`src/rtl/useq_core.sv`:
```
// -----------------------------------------------------------------------------
// useq_core -- two-phase microsequencer
//
// Every active microcycle takes two clocks. In GEN the control-store address is
// stable and the external ROM returns the microword. In EXEC the datapath loads
// and the next microaddress is chosen from the P field. The sequencer also
// provides microsubroutine call/return through a small LIFO, flag-conditional
// branches, free-run and single-step control, and halts on a HALT microword or
// on a return-stack error.
//
// Parameters
//   UADDR_W      microaddress width (control-store depth 2**UADDR_W), >= 5
//   IR_W         instruction register width; IR[IR_W-1:IR_W-4] is the opcode
//   NFLAG        number of condition flags (1..4)
//   STACK_DEPTH  return-stack entries (>= 1)
//
// Optional feature (macro USEQ_BREAK_EN)
//   Adds bp_addr / bp_en inputs and a sticky bp_hit output. When enabled, a
//   microcycle is not started while the registered uaddr equals bp_addr; a step
//   edge or a low bp_en releases the breakpoint for one microcycle.
//
// Ports
//   clk        in   clock, all state on the rising edge
//   clr        in   asynchronous active-high reset
//   run        in   1 = free-run, 0 = single-step
//   step       in   single-step request (level; rising edge used)
//   SWA, SWB   in   console mode switches, used by MODE dispatch
//   IR         in   instruction register
//   flags      in   condition flags, sampled in EXEC
//   ucode_P    in   P field of the current microword
//   ucode_UA   in   UA field of the current microword
//   uaddr      out  current microaddress
//   gen_en     out  high during GEN
//   exec_en    out  high during EXEC
//   halted     out  sequencer stopped (HALT microword or error)
//   err_ovf    out  sticky: CALL with a full stack
//   err_unf    out  sticky: RET with an empty stack
//   dbg_state_o out FSM state: 0 IDLE, 1 GEN, 2 EXEC, 3 HALT
//   dbg_sp_o   out  return-stack pointer (number of entries held)
//
// Handshake: there is no ready/valid pair. gen_en and exec_en are one-hot
// qualifiers decoded from the registered state; the datapath must load only
// in cycles where exec_en is high, and uaddr changes only on the clock that
// ends an EXEC cycle (or on clr).
// -----------------------------------------------------------------------------
module useq_core #(
    parameter int UADDR_W     = 8,
    parameter int IR_W        = 8,
    parameter int NFLAG       = 4,
    parameter int STACK_DEPTH = 4
) (
    input  logic                                 clk,
    input  logic                                 clr,
    input  logic                                 run,
    input  logic                                 step,
    input  logic                                 SWA,
    input  logic                                 SWB,
    input  logic [IR_W-1:0]                      IR,
    input  logic [NFLAG-1:0]                     flags,
    input  logic [3:0]                           ucode_P,
    input  logic [UADDR_W-1:0]                   ucode_UA,
`ifdef USEQ_BREAK_EN
    input  logic [UADDR_W-1:0]                   bp_addr,
    input  logic                                 bp_en,
    output logic                                 bp_hit,
`endif
    output logic [UADDR_W-1:0]                   uaddr,
    output logic                                 gen_en,
    output logic                                 exec_en,
    output logic                                 halted,
    output logic                                 err_ovf,
    output logic                                 err_unf,
    output logic [1:0]                           dbg_state_o,
    output logic [$clog2(STACK_DEPTH+1)-1:0]     dbg_sp_o
);

    localparam int SP_W = $clog2(STACK_DEPTH + 1);

    typedef enum logic [1:0] {
        ST_IDLE = 2'd0,
        ST_GEN  = 2'd1,
        ST_EXEC = 2'd2,
        ST_HALT = 2'd3
    } state_t;

    // P-field encodings
    localparam logic [3:0] P_SEQ  = 4'd0;
    localparam logic [3:0] P_IRD  = 4'd1;
    localparam logic [3:0] P_MODE = 4'd2;
    localparam logic [3:0] P_BCND = 4'd3;
    localparam logic [3:0] P_CALL = 4'd4;
    localparam logic [3:0] P_RET  = 4'd5;
    localparam logic [3:0] P_HALT = 4'd6;

    state_t               state_q, state_d;
    logic [UADDR_W-1:0]   uaddr_q, uaddr_d;
    logic [SP_W-1:0]      sp_q, sp_d;
    logic [UADDR_W-1:0]   stack_q [STACK_DEPTH];
    logic [UADDR_W-1:0]   stack_d [STACK_DEPTH];
    logic                 halted_q, halted_d;
    logic                 err_ovf_q, err_ovf_d;
    logic                 err_unf_q, err_unf_d;
    logic                 step_q;

`ifdef USEQ_BREAK_EN
    logic                 bp_hit_q, bp_hit_d;
    logic                 bp_rel_q, bp_rel_d;
`endif

    // Decoded helpers
    logic                 step_rise;
    logic [UADDR_W-1:0]   n1;
    logic [UADDR_W-1:0]   op_ext;
    logic [UADDR_W-1:0]   mode_ext;
    logic                 flag_sel;
    logic                 stack_full;
    logic                 stack_empty;
    logic [UADDR_W-1:0]   stack_top;
    logic                 unused_ir;

    // Only the opcode nibble and IR[1:0] steer the sequencer.
    assign unused_ir = ^IR;

    assign step_rise   = step & ~step_q;
    assign n1          = uaddr_q + UADDR_W'(1);   // wraps at 2**UADDR_W
    assign stack_full  = (sp_q == SP_W'(STACK_DEPTH));
    assign stack_empty = (sp_q == '0);

    always_comb begin
        op_ext        = '0;
        op_ext[3:0]   = IR[IR_W-1:IR_W-4];
        mode_ext      = '0;
        mode_ext[1:0] = {SWB, SWA};
    end

    // Flag select: an IR[1:0] that names a flag beyond NFLAG reads as 0.
    always_comb begin
        flag_sel = 1'b0;
        for (int i = 0; i < NFLAG; i++) begin
            if (IR[1:0] == 2'(i)) begin
                flag_sel = flags[i];
            end
        end
    end

    // Top of stack is entry sp-1; a mux avoids an out-of-range index when empty.
    always_comb begin
        stack_top = '0;
        for (int i = 0; i < STACK_DEPTH; i++) begin
            if (sp_q == SP_W'(i + 1)) begin
                stack_top = stack_q[i];
            end
        end
    end

    // -------------------------------------------------------------------------
    // Next-state / next-address logic
    // -------------------------------------------------------------------------
    always_comb begin
        state_d   = state_q;
        uaddr_d   = uaddr_q;
        sp_d      = sp_q;
        stack_d   = stack_q;
        halted_d  = halted_q;
        err_ovf_d = err_ovf_q;
        err_unf_d = err_unf_q;
`ifdef USEQ_BREAK_EN
        bp_hit_d  = bp_hit_q;
        bp_rel_d  = bp_rel_q;
`endif

        unique case (state_q)
            ST_IDLE: begin
`ifdef USEQ_BREAK_EN
                // A step edge or a disabled breakpoint lets one microcycle through.
                if (!bp_en || step_rise) begin
                    bp_rel_d = 1'b1;
                end
                if (run || step_rise) begin
                    if (bp_en && (uaddr_q == bp_addr) && !bp_rel_q && !step_rise) begin
                        bp_hit_d = 1'b1;
                    end else begin
                        state_d = ST_GEN;
                    end
                end
`else
                if (run || step_rise) begin
                    state_d = ST_GEN;
                end
`endif
            end

            ST_GEN: begin
                state_d = ST_EXEC;
            end

            ST_EXEC: begin
                unique case (ucode_P)
                    P_IRD:  uaddr_d = ucode_UA | op_ext;
                    P_MODE: uaddr_d = ucode_UA | mode_ext;
                    P_BCND: uaddr_d = flag_sel ? ucode_UA : n1;
                    P_CALL: begin
                        if (stack_full) begin
                            err_ovf_d = 1'b1;
                        end else begin
                            for (int i = 0; i < STACK_DEPTH; i++) begin
                                if (sp_q == SP_W'(i)) begin
                                    stack_d[i] = n1;
                                end
                            end
                            sp_d    = sp_q + SP_W'(1);
                            uaddr_d = ucode_UA;
                        end
                    end
                    P_RET: begin
                        if (stack_empty) begin
                            err_unf_d = 1'b1;
                        end else begin
                            sp_d    = sp_q - SP_W'(1);
                            uaddr_d = stack_top;
                        end
                    end
                    P_HALT: uaddr_d = uaddr_q;
                    default: uaddr_d = ucode_UA;   // SEQ and the unused codes 7..15
                endcase

                // Faults stop the sequencer on the clock that ends this EXEC.
                if ((ucode_P == P_HALT) ||
                    ((ucode_P == P_CALL) && stack_full) ||
                    ((ucode_P == P_RET) && stack_empty)) begin
                    state_d  = ST_HALT;
                    halted_d = 1'b1;
                end else if (run) begin
`ifdef USEQ_BREAK_EN
                    if (bp_en && (uaddr_d == bp_addr)) begin
                        state_d  = ST_IDLE;
                        bp_hit_d = 1'b1;
                    end else begin
                        state_d = ST_GEN;
                    end
`else
                    state_d = ST_GEN;
`endif
                end else begin
                    state_d = ST_IDLE;
                end
`ifdef USEQ_BREAK_EN
                bp_rel_d = 1'b0;
`endif
            end

            ST_HALT: begin
                state_d = ST_HALT;   // left only through clr
            end

            default: begin
                state_d = ST_IDLE;
            end
        endcase
    end

    // -------------------------------------------------------------------------
    // State registers
    // -------------------------------------------------------------------------
    always_ff @(posedge clk or posedge clr) begin
        if (clr) begin
            state_q   <= ST_IDLE;
            uaddr_q   <= '0;
            sp_q      <= '0;
            for (int i = 0; i < STACK_DEPTH; i++) begin
                stack_q[i] <= '0;
            end
            halted_q  <= 1'b0;
            err_ovf_q <= 1'b0;
            err_unf_q <= 1'b0;
            step_q    <= 1'b0;
`ifdef USEQ_BREAK_EN
            bp_hit_q  <= 1'b0;
            bp_rel_q  <= 1'b0;
`endif
        end else begin
            state_q   <= state_d;
            uaddr_q   <= uaddr_d;
            sp_q      <= sp_d;
            stack_q   <= stack_d;
            halted_q  <= halted_d;
            err_ovf_q <= err_ovf_d;
            err_unf_q <= err_unf_d;
            step_q    <= step;
`ifdef USEQ_BREAK_EN
            bp_hit_q  <= bp_hit_d;
            bp_rel_q  <= bp_rel_d;
`endif
        end
    end

    // -------------------------------------------------------------------------
    // Outputs
    // -------------------------------------------------------------------------
    assign uaddr       = uaddr_q;
    assign gen_en      = (state_q == ST_GEN);
    assign exec_en     = (state_q == ST_EXEC);
    assign halted      = halted_q;
    assign err_ovf     = err_ovf_q;
    assign err_unf     = err_unf_q;
    assign dbg_state_o = state_q;
    assign dbg_sp_o    = sp_q;
`ifdef USEQ_BREAK_EN
    assign bp_hit      = bp_hit_q;
`endif

endmodule
```
`config.mk`:
```
export PLATFORM = sky130hd
export DESIGN_NAME = useq_core
export DESIGN_NICKNAME = d
export VERILOG_FILES = /design/src/rtl/useq_core.sv
export SDC_FILE = /design/constraint.sdc
export NUM_CORES = 1
export LEC_CHECK = 0
export BUFFER_PORTS_ARGS = -buffer_cell sky130_fd_sc_hd__buf_4
export CAP_MARGIN = 15
export CORE_MARGIN = 4
export CORE_UTILIZATION = 43
export CTS_BUF_LIST = sky130_fd_sc_hd__clkbuf_2
export DETAILED_ROUTE_END_ITERATION = 6
export GPL_TIMING_DRIVEN = 1
export PLACE_DENSITY_LB_ADDON = 0.12
export SYNTH_ARGS = -nofsm -noshare
export SYNTH_HDL_FRONTEND = slang
export SYNTH_SLANG_ARGS = --single-unit
```
`constraint.sdc`:
```
create_clock -name clk -period 2.1 [get_ports clk]
set_clock_uncertainty 0.15 [all_clocks]
set_input_delay 0.21 -clock clk [delete_from_list [all_inputs] [get_ports clk]]
set_output_delay 0.21 -clock clk [all_outputs]
set_load 0.005 [all_outputs]
```
==> results.toml, run 1 <==
[run_status]
outcome = "finished clean"

[global_route]
grt_usage = 0.196
antenna_found_initial = 0
grt_pass1_wl_um = 11500
grt_pass1_vias = 2328
grt_overflow = 0
grt_max_degree = 28

[power_and_ir_drop]
pwr-share-comb = 0.529
p_per_area_mw_per_mm2 = 1030
swShare = 0.399
power.share.sequential = 0.364
p_int_w = 0.00220
power_leakage_nw = 1.60
vdd_drop_max_v = 0.000726
netSwitchingPower_w = 0.00146
power_frac_clock = 0.107

[synthesis]
syn-cell-area_mm2 = 0.00265
yosysTopAreaCellShare = 0.462
synth_flop_cell = "dfrtp_1"
syn-num-nets = 323
synth_seq_cells = 49
synthCells = 286
synth_edf_count = 0
ys_top_cells_by_count = "dfrtp_1 (49), nand2_1 (43), o21ai_0 (37)"
synth_cell_types = 47
synth-async-reset-ratio = 1.00
synth_warnings = 0
ys_seq_area_frac = 0.462
synth.largest_area_cell = "dfrtp_1"
synth_most_common_cell = "dfrtp_1"
avgSynthCellArea_um2 = 9.27
yosys-top-cells-area = "dfrtp_1 (46%), o21ai_0 (7.0%), nand2_1 (6.1%), ha_1 (3.3%), nor2_1 (2.8%)"

[timing]
slew_headroom = 0.632
setup_ws_ns = 0.0389
rsz0062_at_grt = "yes"
worst_pin_slew_ns = 0.551
fmax_mhz = 485
whs_ns = 0.0319
setup_violations = 0
finalCritPeriodShare = 0.981
finalHoldViolations = 0
final.setup.tns_ns = 0
finalMaxSlewViolations = 0
period_minus_slack_ns = 2.06

[die]
initial_utilization = 0.445
die-area_mm2 = 0.00749
ios = 48
num_rows = 28
chipHeight_um = 86.5
core_mm2 = 0.00596
fp.dieW_um = 86.5

[flow_run]
maxCapViolCount = 0

[cells_and_area]
diodes = 0
area_delta_synth_final_pct = 34.8
instances_no_fill = 444
drive_gt1_frac = 0.320
fill_cells = 530
fin_nets = 405

[clocking]
clk_pin_slew_ns = 0.25
root_buffer = "clkbuf_2"
tritoncts = "yes"
cts_max_path_buffers = 2
clkSinkCount = 49
insertion_delay_ns = 0.43
htreeDepth = 2
numCtsBuffers = 5

[placed_design]
place.gp.congestion = 0.831
dp_slack_ns = -0.0424
place_inst = 423
dp_hpwl_um = 5180
io_buffers = 45

[drt]
drc = 0
first_pass_iters = 4
vias = 2403
finalWirelength_um = 6900
first_iter_violations = 123
routedWlPerCell_um = 15.5
viasPerCell = 5.41
final_antenna_net_count = 0

[critical_path]
cp-end-kind = "register"
crit_type = "register to register"
path_max_fanout = 4
r2r-start = "dbg_sp_o[1]"
cpMaxStageDelayCell = "dfrtp_2"
path_cells = "ha_2 > ha_2 > a21o_4 > a221oi_4 > nor4_2 > a2111oi_1 > o2bb2ai_1"
critPathBufInv = 0
slowest_delay_ns = 0.51
critPathLaunchType = "register"
crit_top_cell = "ha_2"
startpoint = "dbg_sp_o[1]"
crit_arrival_ns = 2.26
cpLargestDelayFamily = "compound AO/OA/AOI/OAI gates"
cp.required_ns = 2.30

[hold_path]
hold_path_class = "input port to register"
holdCritStartpoint = "ucode_UA[3]"
## timing repair
| action | CTS | global route |
|---|---|---|
| setup endpoints to repair | 5 | 19 |
| hold buffers | 10 | 0 |
| pin swaps | 1 | 7 |
| cloned | 0 | 0 |
| setup buffers | 1 | 3 |
| resized for setup | 3 | 32 |
| hold endpoints to repair | 31 | 0 |
## layout make-up
type                            instances  area, um^2  share of cell area
Multi-Input combinational cell        214        1470               0.410
Sequential cell                        49        1230               0.344
Timing Repair Buffer                   86         699               0.196
Tap cell                               75        93.8              0.0263
Inverter                               12        47.5              0.0133
Clock buffer                            6        30.0             0.00840
Clock inverter                          2        10.0             0.00280
## worst min-delay path, stage by stage
cell and delay (ns):
buf_4 0.11, o21ai_0 0.07, a31oi_1 0.04, nor2_1 0.09, a31oi_1 0.09
## flip-flops by register name (all words and copies together), names as in the netlist
signal,flops
stack_q,32
uaddr,8
dbg_sp_o,3
dbg_state_o,2
err_ovf,1
err_unf,1
halted,1
step_q,1
## power groups by stage
stage          combinational, W  clock [W]  sequential (W)
6_report                0.00194   0.000394         0.00133
5_1_grt                 0.00213   0.000460         0.00137
4_1_cts                 0.00173   0.000405         0.00132
3_5_place_dp            0.00168          0         0.00133
3_3_place_gp            0.00168          0         0.00133
2_1_floorplan          0.000856          0         0.00133
## per-layer routing
| metal | vias to the layer above | routed length (um) | global-route usage |
|---|---|---|---|
| met1 | 1151 | 3360 | 0.277 |
| met3 | 8 | 235 | 0.0285 |
| met2 | 49 | 3200 | 0.309 |
| met4 | 0 | 95 | 0.0680 |
| li1 | 1195 | - | - |
| met5 | - | 0 | 0 |
## through the flow
stage / instance area [um^2] / power (W) / utilization
5_1_grt: 3570 / 0.00396 / 0.600
3_5_place_dp: 3260 / 0.00302 / 0.547
2_1_floorplan: 2650 / 0.00219 / -
3_3_place_gp: 3260 / 0.00301 / 0.547
6_report: 3570 / 0.00366 / 0.600
4_1_cts: 3410 / 0.00345 / 0.573
## cells by family (layout without fill, tap and decap cells)
kind of cell | Yosys count | in the layout | synth area share
AOI/OAI and AO/OA | 89 | 89 | 0.216
adders and majority gates | 7 | 7 | 0.0330
and+or+nand+nor | 102 | 102 | 0.185
buffers and inverters | 23 | 106 | 0.0406
muxes | 6 | 6 | 0.0293
xor gates and xnor gates | 10 | 10 | 0.0330
DFF | 49 | 49 | 0.462
## cell usage in the layout, fill, tap and decap left out, types with 3 or more instances in the layout
cell type and n:
nor2b_1 5, a31oi_1 7, clkbuf_2 6, inv_1 9, a31o_2 3, dlygate4sd3_1 10, nor2_1 20, nand2_1 43
nand3_1 6, a21oi_1 11, o21ai_0 37, ha_4 3, mux2_2 4, a221oi_2 3, buf_4 73, xnor2_1 8
and3b_1 6, dfrtp_1 47, nor3_1 4, nor4_2 4, o211ai_1 3
## path summary, 6_finish.rpt
kind / endpoint / slack, ns / cells past startpoint
max in group asynchronous: dbg_sp_o[1] / 1.06 / 4
hold reg to reg: stack_q[26] / 0.36 / 2
min in group asynchronous: stack_q[5] / 0.19 / 3
setup / recovery: uaddr[1] / 0.04 / 7
setup reg to reg: uaddr[1] / 0.04 / 7
hold / removal: uaddr[3] / 0.03 / 5
No activity file was read; power rests on OpenSTA's default activity.
==> run 2, diff against run 1 <==
Settings changed: PLACE_DENSITY_LB_ADDON 0.12 to 0.08.
==> results.toml, run 2 (same netlist as run 1, synthesis figures left out) <==
[run_status]
outcome = "finished with violations"
violations = "setup timing"

[critical_path]
critPathLaunchType = "register"
cp.required_ns = 2.31
cp-end-kind = "register"
path_max_fanout = 4
crit_arrival_ns = 2.32
crit_type = "register to register"

[cells_and_area]
utilization = 0.609
largest_reg_flops = 32
fin_nets = 406
final_common_cell = "buf_4"
max_flop_register = "stack_q"
diodes = 0
drive_gt1_frac = 0.322
design_area_mm2 = 0.00362
area_delta_synth_final_pct = 36.7
final_cell_mix = "buf_4 (72), dfrtp_1 (48), nand2_1 (43), o21ai_0 (37), nor2_1 (20)"
instances_no_fill = 445

[clocking]
htreeDepth = 2
clk_pin_slew_ns = 0.26
clkSinkCount = 49
root_buffer = "clkbuf_2"
tritoncts = "yes"
insertion_delay_ns = 0.43
cts_max_path_buffers = 2
numCtsBuffers = 5

[power_and_ir_drop]
pwr-share-comb = 0.532
netSwitchingPower_w = 0.00151
fin_total_pwr_w = 0.00375
power_leakage_nw = 1.61
swShare = 0.403
p_int_w = 0.00224
vdd_drop_max_v = 0.000540
power_frac_clock = 0.110
p_per_area_mw_per_mm2 = 1040
power.share.sequential = 0.358

[global_route]
grt_usage = 0.202
grt_max_degree = 50
antenna_found_initial = 0
grt_overflow = 0
grt_pass1_vias = 2411
grt_pass1_wl_um = 11900

[drt]
drc = 0
first_iter_violations = 147
final_antenna_net_count = 0
routedWlPerCell_um = 16.1
first_pass_iters = 4
viasPerCell = 5.52
finalWirelength_um = 7180
vias = 2457

[die]
ios = 48
initial_utilization = 0.445
die-area_mm2 = 0.00749
chipHeight_um = 86.5
core_mm2 = 0.00596
num_rows = 28
fp.dieW_um = 86.5

[timing]
finalHoldViolations = 0
worst_pin_slew_ns = 0.570
period_minus_slack_ns = 2.11
fmax_mhz = 473
setup_violations = 1
slew_headroom = 0.617
finalMaxSlewViolations = 0
setup_ws_ns = -0.0142
rsz0062_at_grt = "yes"
finalCritPeriodShare = 1.01

[placed_design]
place_inst = 424
place.gp.congestion = 0.833
dp_hpwl_um = 5240
post_dp_cell_area_mm2 = 0.00326
io_buffers = 45

[flow_run]
maxCapViolCount = 0

[hold_path]
hold_path_class = "input port to register"
-- run 2: cell types whose count changed in the layout (fill, tap and decap cells not counted), moves of 2 or more --
cell	change
a221oi_1	-2
a221oi_4	+2
nand3_1	+2
nand3_2	-2
-- run 2: power by group through the flow --
stage               logic (W)  registers (W)  clock network, W
floorplan            0.000856        0.00133                 0
global placement      0.00170        0.00133                 0
detailed placement    0.00172        0.00134                 0
CTS                   0.00176        0.00132          0.000435
global route          0.00220        0.00138          0.000468
finish                0.00200        0.00134          0.000413
-- run 2: final timing paths --
| kind | start | to | slack [ns] | cells after the start |
|---|---|---|---|---|
| worst max-delay path | dbg_sp_o[1] | uaddr[1] | -0.01 | 8 |
| worst min-delay path | ucode_P[1] | dbg_sp_o[0] | 0.04 | 3 |
| worst max register to register | dbg_sp_o[1] | uaddr[1] | -0.01 | 8 |
| worst min register to register | stack_q[8] | stack_q[8] | 0.36 | 2 |
| max in group asynchronous | clr | dbg_state_o[0] | 1.38 | 4 |
| min in group asynchronous | clr | stack_q[15] | 0.18 | 4 |
-- run 2: critical path, cell delays in order, from the launching register on --
cell and delay [ns]:
dfrtp_1 0.49, inv_2 0.10, ha_4 0.17, nor3b_2 0.14
buf_4 0.16, a221oi_4 0.26, nor4_2 0.08, a2111oi_2 0.39
o2bb2ai_1 0.10
-- run 2: stage by stage --
step	setup WS, ns	setup TNS, ns	hold slack [ns]
after detailed placement	-0.0505	-0.117	0.139
after floorplan	0.0577	0	0.0914
after global placement	-0.0628	-0.199	0.136
after CTS	-0.00945	-0.00945	0.0110
final	-0.0142	-0.0142	0.0376
after global routing	-0.0695	-0.195	0.0279
-- run 2: area by class of cell --
class                   count  area, um^2
clock inverters             2        13.8
flip-flops and latches     49        1230
clock buffers               6        30.0
multi-input cells         214        1500
well taps                  75        93.8
fillers                   561        2330
inverters                  12        45.0
repair buffers             87         713
-- run 2: metal layers --
layer  vias up  global-route usage  wire length (um)
met5         -                   0                 0
li1       1200                   -                 -
met1      1196               0.290              3450
met3        11              0.0361               289
met2        50               0.315              3310
met4         0              0.0538               138
-- run 2: timing repair --
action / in CTS / in global routing
hold endpoints to repair: 59 / 0
pin swaps: 1 / 15
setup endpoints to repair: 8 / 14
buffers inserted: 0 / 2
hold buffers: 11 / 0
gates resized for setup: 5 / 32
==> run 3, diff against run 2 <==
Settings changed: RECOVER_POWER set to 25.
==> results.toml, run 3 (same netlist as run 1, synthesis figures left out) <==
[timing]
setup_violations = 1
fmax_mhz = 472
finalCritPeriodShare = 1.01
slew_headroom = 0.161
finalHoldViolations = 0
worst_pin_slew_ns = 1.26
period_minus_slack_ns = 2.12
finalMaxSlewViolations = 0
rsz0062_at_grt = "yes"
setup_ws_ns = -0.0165

[global_route]
grt_usage = 0.202
grt_overflow = 0
antenna_found_initial = 0
grt_pass1_vias = 2411
grt_pass1_wl_um = 11900
grt_max_degree = 50

[drt]
first_iter_violations = 147
viasPerCell = 5.52
final_antenna_net_count = 0
drc = 0
finalWirelength_um = 7180
first_pass_iters = 4
vias = 2458
routedWlPerCell_um = 16.1

[cells_and_area]
area.sequential_mm2 = 0.00123
fill_cells = 563
fin_nets = 406
diodes = 0
multi_input_area_mm2 = 0.00150
final_cell_mix = "buf_4 (70), dfrtp_1 (48), nand2_1 (43), o21ai_0 (37), nor2_1 (20)"
largest_reg_flops = 32
final_common_cell = "buf_4"
design_area_mm2 = 0.00361
max_flop_register = "stack_q"
drive_gt1_frac = 0.319
area_delta_synth_final_pct = 36.1

[clocking]
cts_max_path_buffers = 2
numCtsBuffers = 5
insertion_delay_ns = 0.43
root_buffer = "clkbuf_2"
htreeDepth = 2
tritoncts = "yes"
clkSinkCount = 49
clk_pin_slew_ns = 0.26

[critical_path]
r2r-start = "dbg_sp_o[1]"
slowest_delay_ns = 0.49
cpMaxStageDelayCell = "dfrtp_1"
cp-end-kind = "register"
crit_type = "register to register"
crit_arrival_ns = 2.32
path_cells = "inv_2 > ha_4 > nor3b_2 > buf_4 > a221oi_4 > nor4_2 > a2111oi_2 > o2bb2ai_1"
r2r_setup_slack_ns = -0.02
path_max_fanout = 4
critPathLaunchType = "register"
cp.required_ns = 2.31
rr_worst_depth = 8
r2r_end = "uaddr[1]"

[die]
core_mm2 = 0.00596
chipHeight_um = 86.5
ios = 48
die-area_mm2 = 0.00749
fp.dieW_um = 86.5
initial_utilization = 0.445
num_rows = 28

[placed_design]
io_buffers = 45
dp_slack_ns = -0.0505
dp_hpwl_um = 5240
post_dp_cell_area_mm2 = 0.00326
place.gp.congestion = 0.833

[flow_run]
maxCapViolCount = 0

[power_and_ir_drop]
power_leakage_nw = 1.61
p_per_area_mw_per_mm2 = 1040
vdd_drop_max_v = 0.000540

[hold_path]
hold_end = "dbg_sp_o[0]"
holdCritStartpoint = "ucode_P[1]"
hold_path_class = "input port to register"
min_delay_path_depth = 3

[run_status]
outcome = "finished with violations"
violations = "setup timing"
run 3: cell count changes in the layout (fill, tap and decap cells not counted), sizes merged:
cell    change
buf         -3
clkbuf      +3
run 3: area by class of cell:
type                            count  area share
Sequential cell                    49       0.340
Inverter                           12      0.0125
Tap cell                           75      0.0260
Clock buffer                        6     0.00832
Clock inverter                      2     0.00381
Multi-Input combinational cell    214       0.416
Timing Repair Buffer               87       0.193
run 3: repair_timing:
| item | 4_1_cts | 5_1_grt |
|---|---|---|
| setup endpoints to repair | 8 | 14 |
| setup buffers | 0 | 2 |
| endpoints found under the hold margin | 59 | 0 |
| cloned | 0 | 0 |
| gates resized for setup | 5 | 32 |
| hold buffers | 11 | 0 |
| pin swaps | 1 | 15 |
run 3: worst max-delay path by stage:
stage	from	endpoint	slack [ns]	cells after the start
2_1_floorplan	dbg_sp_o[2]	uaddr[0]	0.06	8
3_3_place_gp	dbg_sp_o[0]	uaddr[5]	-0.06	7
3_5_place_dp	dbg_sp_o[0]	uaddr[1]	-0.05	7
4_1_cts	dbg_sp_o[0]	uaddr[5]	-0.009	8
5_1_grt	dbg_sp_o[1]	uaddr[1]	-0.07	8
6_report	dbg_sp_o[1]	uaddr[1]	-0.02	8
run 3: through the flow:
stage	util	hold slack, ns	TNS, ns	instances	total power (W)
after floorplan	-	0.0914	0	286	0.00219
after detailed placement	0.548	0.139	-0.117	424	0.00306
after CTS	0.576	0.0110	-0.00945	443	0.00352
final	0.606	0.0357	-0.0165	445	0.00375
after global placement	0.548	0.136	-0.199	424	0.00303
after global routing	0.606	0.0279	-0.195	445	0.00404
run 3: power breakdown:
group	switching [W]	total, W	internal (W)
clock	0.000323	0.000413	0.0000904
combinational	0.000988	0.00199	0.00101
sequential	0.000202	0.00134	0.00114
total	0.00151	0.00375	0.00224
run 3: critical path, delay by kind of cell, from the launching register on:
kind,cells,cell delay [ns]
AO/OA/AOI/OAI,3,0.75
adder cells (fa/ha/maj),1,0.17
buffers and inverters,2,0.26
flip-flops,1,0.49
AND/OR/NAND/NOR,2,0.22
run 3: routing by layer:
| layer | global-route usage | vias up | wire, um |
|---|---|---|---|
| met4 | 0.0538 | 0 | 129 |
| met1 | 0.290 | 1196 | 3450 |
| li1 | - | 1200 | - |
| met2 | 0.315 | 53 | 3290 |
| met5 | 0 | - | 0 |
| met3 | 0.0361 | 9 | 307 |
